[config.mk]
export PLATFORM = sky130hd
export DESIGN_NAME = uart_output_handler
export DESIGN_NICKNAME = d
export VERILOG_FILES = /design/src/rtl/uart_handler_pkg.sv /design/src/rtl/hex_nibble_to_ascii.sv /design/src/rtl/uart_output_handler.sv
export SDC_FILE = /design/constraint.sdc
export NUM_CORES = 1
export LEC_CHECK = 0
export CAP_MARGIN = 20
export CELL_PAD_IN_SITES_DETAIL_PLACEMENT = 2
export CELL_PAD_IN_SITES_GLOBAL_PLACEMENT = 2
export CORE_MARGIN = 8
export CORE_UTILIZATION = 34
export DETAILED_ROUTE_END_ITERATION = 16
export DONT_BUFFER_PORTS = 1
export PLACE_DENSITY = 0.85
export SYNTH_ARGS = -nofsm -noshare
export SYNTH_HDL_FRONTEND = slang
export SYNTH_HIERARCHICAL = 1
export SYNTH_SLANG_ARGS = --single-unit
[constraint.sdc]
create_clock -name i_clk -period 3.1 [get_ports i_clk]
set_input_delay 0.155 -clock i_clk [delete_from_list [all_inputs] [get_ports i_clk]]
set_output_delay 0.155 -clock i_clk [all_outputs]
set_load 0.02 [all_outputs]
[src/rtl/uart_handler_pkg.sv]
// Shared definitions for the UART wishbone master handler: state encodings,
// ASCII frame constants and field sizes.
package uart_handler_pkg;

  typedef enum logic [7:0] {
    StIdle        = 8'h00,
    StSendId      = 8'h01,
    StSendCount   = 8'h02,
    StSendStatus  = 8'h03,
    StSendAddress = 8'h04,
    StSendData    = 8'h05,
    StWaitData    = 8'h06,
    StSendEol     = 8'h07
  } state_e;

  localparam logic [7:0] CHAR_S          = 8'h53;
  localparam logic [7:0] CHAR_0          = 8'h30;
  localparam logic [7:0] CHAR_HEX_OFFSET = 8'h37;
  localparam logic [7:0] CHAR_NL         = 8'h0A;
  localparam logic [7:0] CHAR_L          = 8'h4C;

  localparam int unsigned COUNT_NIBBLES = 7;
  localparam int unsigned WORD_NIBBLES  = 8;

  // True when the nibble counter points at the last nibble of an n-nibble field.
  function automatic logic is_last_nibble(input logic [3:0] cnt, input int unsigned n);
    return cnt == 4'(n - 1);
  endfunction

endpackage

[src/rtl/hex_nibble_to_ascii.sv]
// Combinational nibble to uppercase ASCII hex digit converter.
module hex_nibble_to_ascii
  import uart_handler_pkg::*;
(
  input  logic [3:0] i_nibble,
  output logic [7:0] o_ascii
);

  // Digits map onto '0'..'9'; 10..15 map onto 'A'..'F' (0x37 + n).
  always_comb begin
    if (i_nibble < 4'd10) begin
      o_ascii = CHAR_0 + {4'h0, i_nibble};
    end else begin
      o_ascii = CHAR_HEX_OFFSET + {4'h0, i_nibble};
    end
  end

endmodule

[src/rtl/uart_output_handler.sv]
// Response serializer: turns a status/address/data response into an ASCII-hex
// byte stream for the UART transmitter, pulling extra data words on demand.
module uart_output_handler
  import uart_handler_pkg::*;
(
  input  logic        i_clk,
  input  logic        i_rst,
  input  logic        i_en,
  input  logic [31:0] i_status,
  input  logic [31:0] i_address,
  input  logic [31:0] i_data,
  input  logic [27:0] i_data_count,
  input  logic        i_uart_ready,
  output logic [7:0]  o_byte_out,
  output logic        o_write_byte,
  output logic        o_busy,
  output logic        o_data_request,
  output logic        o_finished
);

  state_e      r_state;
  state_e      w_state_next;
  logic [3:0]  r_nib_cnt;
  logic [27:0] r_count_sh;
  logic [27:0] r_remaining;
  logic [31:0] r_status_sh;
  logic [31:0] r_address_sh;
  logic [31:0] r_data_sh;
  logic        r_write_byte;
  logic        w_sending;
  logic        w_strobe;
  logic        w_last;
  logic [3:0]  w_nibble;
  logic [7:0]  w_hex;

  hex_nibble_to_ascii u_hex (
    .i_nibble(w_nibble),
    .o_ascii (w_hex)
  );

  assign w_sending = r_state inside {StSendId, StSendCount, StSendStatus, StSendAddress,
                                     StSendData, StSendEol};
  // A byte goes out at most every other cycle so the transmitter can drop ready;
  // the reset cycle never emits.
  assign w_strobe  = w_sending && i_uart_ready && !r_write_byte && !i_rst;

  assign o_write_byte   = w_strobe;
  assign o_busy         = r_state != StIdle;
  assign o_data_request = r_state == StWaitData;
  assign o_finished     = w_strobe && (r_state == StSendEol);

  // Select the MSB nibble of the active field and flag its final nibble.
  always_comb begin
    w_nibble = 4'h0;
    w_last   = 1'b0;
    case (r_state)
      StSendId:      w_last = 1'b1;
      StSendCount: begin
        w_nibble = r_count_sh[27:24];
        w_last   = is_last_nibble(r_nib_cnt, COUNT_NIBBLES);
      end
      StSendStatus: begin
        w_nibble = r_status_sh[31:28];
        w_last   = is_last_nibble(r_nib_cnt, WORD_NIBBLES);
      end
      StSendAddress: begin
        w_nibble = r_address_sh[31:28];
        w_last   = is_last_nibble(r_nib_cnt, WORD_NIBBLES);
      end
      StSendData: begin
        w_nibble = r_data_sh[31:28];
        w_last   = is_last_nibble(r_nib_cnt, WORD_NIBBLES);
      end
      StSendEol:     w_last = 1'b1;
      default:       ;
    endcase
  end

  // Byte presented to the transmitter; held steady until strobed.
  always_comb begin
    o_byte_out = 8'h00;
    case (r_state)
      StSendId:                                          o_byte_out = CHAR_S;
      StSendCount, StSendStatus, StSendAddress, StSendData: o_byte_out = w_hex;
      StSendEol:                                         o_byte_out = CHAR_NL;
      default:                                           ;
    endcase
  end

  // Next-state logic: fields advance on the strobe of their last nibble.
  always_comb begin
    w_state_next = r_state;
    case (r_state)
      StIdle:     if (i_en) w_state_next = StSendId;
      StWaitData: if (i_en) w_state_next = StSendData;
      default:    ;
    endcase
    if (w_strobe && w_last) begin
      case (r_state)
        StSendId:      w_state_next = StSendCount;
        StSendCount:   w_state_next = StSendStatus;
        StSendStatus:  w_state_next = StSendAddress;
        StSendAddress: w_state_next = StSendData;
        StSendData:    w_state_next = (r_remaining != '0) ? StWaitData : StSendEol;
        StSendEol:     w_state_next = StIdle;
        default:       ;
      endcase
    end
    if (!(r_state inside {StIdle, StSendId, StSendCount, StSendStatus, StSendAddress,
                          StSendData, StWaitData, StSendEol})) begin
      w_state_next = StIdle;
    end
  end

  // State register, strobe history and per-field nibble counter.
  always_ff @(posedge i_clk) begin
    if (i_rst) begin
      r_state      <= StIdle;
      r_write_byte <= 1'b0;
      r_nib_cnt    <= 4'h0;
    end else begin
      r_state      <= w_state_next;
      r_write_byte <= w_strobe;
      if (w_state_next != r_state) begin
        r_nib_cnt <= 4'h0;
      end else if (w_strobe) begin
        r_nib_cnt <= r_nib_cnt + 4'h1;
      end
    end
  end

  // Field latches and left shifts; remaining count saturates at zero.
  always_ff @(posedge i_clk) begin
    if (i_rst) begin
      r_count_sh   <= '0;
      r_remaining  <= '0;
      r_status_sh  <= '0;
      r_address_sh <= '0;
      r_data_sh    <= '0;
    end else begin
      case (r_state)
        StIdle: begin
          if (i_en) begin
            r_count_sh   <= i_data_count;
            r_remaining  <= i_data_count;
            r_status_sh  <= i_status;
            r_address_sh <= i_address;
            r_data_sh    <= i_data;
          end
        end
        StWaitData:    if (i_en) r_data_sh <= i_data;
        StSendCount:   if (w_strobe) r_count_sh <= {r_count_sh[23:0], 4'h0};
        StSendStatus:  if (w_strobe) r_status_sh <= {r_status_sh[27:0], 4'h0};
        StSendAddress: if (w_strobe) r_address_sh <= {r_address_sh[27:0], 4'h0};
        StSendData: begin
          if (w_strobe) begin
            r_data_sh <= {r_data_sh[27:0], 4'h0};
            if (w_last && (r_remaining != '0)) r_remaining <= r_remaining - 28'd1;
          end
        end
        default: ;
      endcase
    end
  end

endmodule
[Word-level counts from Yosys, hierarchy flattened]
Index checks and enable logic that the tools add are counted.
Storage, ports and cells
  input port bits: 128
  register bits after elaboration: 165
  output and inout port bits: 12
Operators by class
  muxes and demuxes: 26
  $lt $le $gt $ge: 1
  equality and inequality tests: 17
  $add $sub $neg: 4
  reductions and logical operators: 28
Operators by type and width (count)
  two-way mux 32 bit: 6
  one-hot mux 32 bit (2 select lines): 3
  two-way mux 28 bit: 4
  one-hot mux 28 bit (2 select lines): 2
  one-hot mux 8 bit (6 select lines): 1
  two-way mux 8 bit: 5
  equality test 8 x 3 -> 1 bit (second input constant): 4
  nonzero test 28 bit: 1
  subtractor 28 x 1 -> 28 bit (second input constant): 1
  one-hot mux 8 bit (3 select lines): 1
  equality test 8 x 2 -> 1 bit (second input constant): 2
  one-hot mux 4 bit (4 select lines): 1
  one-hot mux 8 bit (2 select lines): 1
  nonzero test 8 bit: 2
  adder 6 x 4 -> 7 bit (first input constant): 2
  AND reduction 3 bit: 4
  inequality test 2 bit (second input constant): 5
  nonzero test 2 bit: 5
  equality test 4 x 3 -> 1 bit (second input constant): 2
  equality test 8 x 1 -> 1 bit (second input constant): 1
  zero test 8 bit: 1
  inequality test 8 bit: 1
  logical AND 1 bit: 6
  nonzero test 6 bit: 1
  10 further kinds: 14

[Logic depth before layout (Yosys ltp)]
  depth in word-level cells: 10
  gate-level depth with buffers: 16

[Hierarchy]
Netlist, hierarchy kept.
By module, submodules not included
  uart_output_handler: cells each 1009, times used 1, area each 8215.4 µm²
  hex_nibble_to_ascii: cells each 16, times used 1, area each 105.1 µm²

[Worst setup path after synthesis]
No wires, ideal clock.
  kind: reg-to-output
  start: register r_state[5]
  end: output port o_byte_out[6]
  stages on the path, launching flop included: 16
  data arrival time: 3.120 ns
  path buffers: 3
  slack: -0.175 ns
  cells stage by stage: dfxtp_1 > or4_1 > buf_2 > nor3_2 > clkbuf_1 > clkbuf_1 > a22oi_1 > nand2_1 > inv_1 > ha_1 > nor2b_1 > o21a_1 > nand2_1 > a21oi_1 > a21oi_1 > nor2_1
Between the ends
  longest elaborated chain between the ends: 5
  elaborated cells on any way between the ends: 13
  those cells by class: 2 x add/sub; 1 x order compare; 6 x eq/ne; 3 x mux; 1 x reduce/logical
Ends and longest elaborated chain
  start, declared: RTL line uart_output_handler.sv:21  | state_e r_state;
  start signal, assigned: RTL line uart_output_handler.sv:118  | r_state <= StIdle;
  start signal, assigned: RTL line uart_output_handler.sv:122  | r_state <= w_state_next;
  equality test 8 x 3 -> 1 bit / equality test 8 x 2 -> 1 bit (equally long branches): RTL line uart_output_handler.sv:56  | case (r_state)
  one-hot mux 4 bit (4 select lines) *: RTL line uart_output_handler.sv:56
  via w_nibble[1]: RTL line uart_output_handler.sv:33  | logic [3:0] w_nibble;
  adder 6 x 4 -> 7 bit (tied with other cells): RTL line hex_nibble_to_ascii.sv:14  | o_ascii = CHAR_HEX_OFFSET + {4'h0, i_nibble};
  two-way mux 8 bit *: RTL line hex_nibble_to_ascii.sv:11  | if (i_nibble < 4'd10) begin
  via w_hex[6]: RTL line uart_output_handler.sv:34  | logic [7:0] w_hex;
  one-hot mux 8 bit (3 select lines) *: RTL line uart_output_handler.sv:82  | case (r_state)
  end, declared: RTL line uart_output_handler.sv:14  | output logic [7:0] o_byte_out,
The timed path passes the listed nets; every way through them passes the cells marked *.

[Worst setup path after layout]
  start: register r_state[7]
  end: output port o_byte_out[0]
Between the ends
  longest elaborated chain between the ends: 5
  elaborated cells on any way between the ends: 13
  those cells by class: 2 x add/sub; 1 x order compare; 6 x eq/ne; 3 x mux; 1 x reduce/logical
Ends and longest elaborated chain (RTL line)
  equality test 8 x 3 -> 1 bit / equality test 8 x 2 -> 1 bit (equally long branches): uart_output_handler.sv:56
  one-hot mux 4 bit (4 select lines) *: uart_output_handler.sv:56
  via w_nibble[2]: uart_output_handler.sv:33
  < comparator 4 bit *: hex_nibble_to_ascii.sv:11
  two-way mux 8 bit *: hex_nibble_to_ascii.sv:11
  via w_hex[0]: uart_output_handler.sv:34
  one-hot mux 8 bit (3 select lines) *: uart_output_handler.sv:82
Marks and branches as above.

==> impl_metrics.yaml <==
status:
  status: "complete, but fails checks"
  violations: "setup timing"
routing:
  first_pass_iters: 4
  vias: 8872
  viasPerCell: 6.03
  ant_nets: 0
  post_drt_wl_per_cell_um: 28.9
  drc_errors: 0
  drt_iter0_drc: 726
  wirelength_um: 42600
power:
  p_leak_nw: 3.79
  ir_worst_vdd_v: 0.000274
  p_clk_share_pct: 47.0
  power_mw: 4.75
  swShare_pct: 27.4
  p_int_mw: 3.45
  p_sw_mw: 1.30
  combinationalPowerShare_pct: 7.4
  power.density_mw_per_mm2: 441
  power_frac_seq_pct: 45.7
clocking:
  clk_pin_slew_ns: 0.07
  cts_htree_levels: 4
  cts_sinks: 165
  cts_tree: "yes"
  cts_buffers: 17
  clock_latency_ns: 0.45
  clockBufferDepth: 2
  clockRootBuffer: "clkbuf_16"
global_route:
  grt_util_met2_pct: 46.6
  grt_usage_pct: 26.3
  antenna_found_initial: 5
  grt_pass1_vias: 9906
  grt_util_met3_pct: 5.91
  grt_overflow: 0
  grt_util_met1_pct: 29.8
  grt_max_degree: 134
  grt_pass1_wl_um: 59900
  busiest_layer: "met2"
cells_and_area:
  area_growth_pct: 29.5
  finalNetCount: 1260
  drive_above_1_share_pct: 16.8
  final_cell_count_no_fill: 1471
  fin_area_mm2: 0.0108
floorplan:
  pin_count: 140
  die-area_mm2: 0.0297
  fp.dieW_um: 172
  start_util_pct: 34.4
  core_mm2: 0.0242
  placementRows: 57
  die_h_um: 172
sta:
  setup_viol: 22
  worst_slack_ns: -0.361
  maxSlewHeadroom_pct: 34.8
  hold_viol: 0
  worst_slew_pin_slew_ns: 0.972
  finClkSkew_ns: 0.0195
  drv_slew: 0
  fin_crit_ns: 3.46
  grt_setup_unrepaired: "true"
  fin_crit_sh_pct: 112
  fin_setup_tns_ns: -2.18
  fmax_ghz: 0.289
run:
  maxCapViolCount: 0
setup_path:
  crit_arrival_ns: 3.31
  crit_path_end_kind: "output pin"
  crit_fanout: 5
  critPathRequiredTime_ns: 2.94
  path_class: "reg2out"
  worst_setup_path_start_kind: "flop"
synth:
  netlist_area_mm2: 0.00832
  synthTopCellsByArea: "dfxtp_1 40%, nand2_1 9.0%, nor2_1 6.9%, a311oi_1 6.3%, a21oi_1 4.0%"
  post-synth-top-count-cell: "nand2_1"
  synth-edff-count: 0
  yosysTopAreaCellShare_pct: 39.7
  ys_seq_area_share_pct: 39.7
  yosys.cell_types.count: 61
  synth_common_cells: "199 x nand2_1, 165 x dfxtp_1, 152 x nor2_1"
  synth_top_cell_by_area: "dfxtp_1"
  synthArstFlopShare_pct: 0
  synth_flop_cell: "dfxtp_1"
  ys_warn_count: 6
  synth_seq_cells: 165
  syn-mean-instance-area_um2: 8.12
  synth_cells: 1025
placed_design:
  gp_congestion: 0.815
  place_area_mm2: 0.00863
  place_hpwl_um: 20100
  io_buffers: 0
  place_inst: 1297
  post-place-ws_ns: 0.125
hold_path:
  hp-class: "in2reg"
-- area by class of cell --
type	instances	area [µm²]
timing repair buffer	168	1670
clock inverter	14	155
fill	2582	13400
clock buffer	18	429
antenna	6	15.0
inverter	6	22.5
multi-input combinational	770	4770
sequential	165	3310
tap	324	405
-- worst max-delay path: stages (launching register included) --
cell and delay, ns:
dfxtp_2 0.34, or4_4 0.57, nor2_4 0.20, nand2_4 0.10, nor2_4 0.22, buf_6 0.14, a22oi_2 0.08, nand2_2 0.18
o21ai_4 0.11, xnor2_2 0.28, nand2_1 0.13, a21oi_2 0.17, a21oi_1 0.07, nor2_1 0.12, buf_4 0.15
-- logic make-up after synthesis --
| logic type | share of synthesized area (%) |
|---|---|
| buf+inv | 5.80 |
| xor+xnor | 0.526 |
| compound gates | 24.5 |
| mux | 3.88 |
| flops | 39.7 |
| fa+ha+maj | 0.602 |
| simple gates | 24.9 |
| other cells | 0.0903 |
-- routing by layer --
layer	wire length (µm)	part of all wire (%)	vias to the layer above
met5	0	0	-
met4	2380	5.6	0
met3	2520	5.9	156
met2	21300	50	379
met1	16400	38	4484
li1	-	-	3853
-- state kept, by name, summed over array words and instances (netlist names) --
signal        flops
r_write_byte      1
r_status_sh      32
r_nib_cnt         4
r_data_sh        32
r_remaining      28
r_count_sh       28
r_address_sh     32
r_state           8
-- through the flow --
step	util, %	hold WS (ns)
CTS	43.5	0.000763
detailed placement	35.7	0.239
global route	44.6	0.0111
global placement	35.7	0.242
finish	44.6	0.0131
floorplan	-	0.291
-- placed cells by master (no fill, tap or decap), types with 19 or more instances in the layout --
cell type,count
a211oi_2,21
a21oi_1,61
a311oi_1,59
a311oi_2,21
buf_4,39
dfxtp_1,160
dlygate4sd3_1,117
mux2i_1,30
nand2_1,193
nand3_1,19
nor2_1,149
o21ai_0,22
-- power by group through the flow --
stage	logic (mW)	clock network [mW]	registers, mW
3_5_place_dp	0.171	0	2.21
3_3_place_gp	0.162	0	2.21
6_report	0.350	2.23	2.17
2_1_floorplan	0.163	0	2.20
4_1_cts	0.315	2.21	2.16
5_1_grt	0.370	2.34	2.17
-- path summary, 6_finish.rpt --
check,slack [ns],cells after the start,endpoint,from
max,-0.36,14,o_byte_out[0],r_state[7]
min,0.01,2,r_status_sh[22],i_status[22]
max reg2reg,-0.21,8,r_address_sh[24],r_state[7]
min reg2reg,0.49,2,r_data_sh[28],r_data_sh[24]
-- repair_timing --
action,in CTS,in global routing
endpoints found under the hold margin,155,1
buffers inserted,12,6
endpoints found under the setup margin,6,52
gates cloned,0,0
gates resized for setup,12,45
hold buffers,117,1
pin swaps,10,20
(Power assumes the default switching activity.)
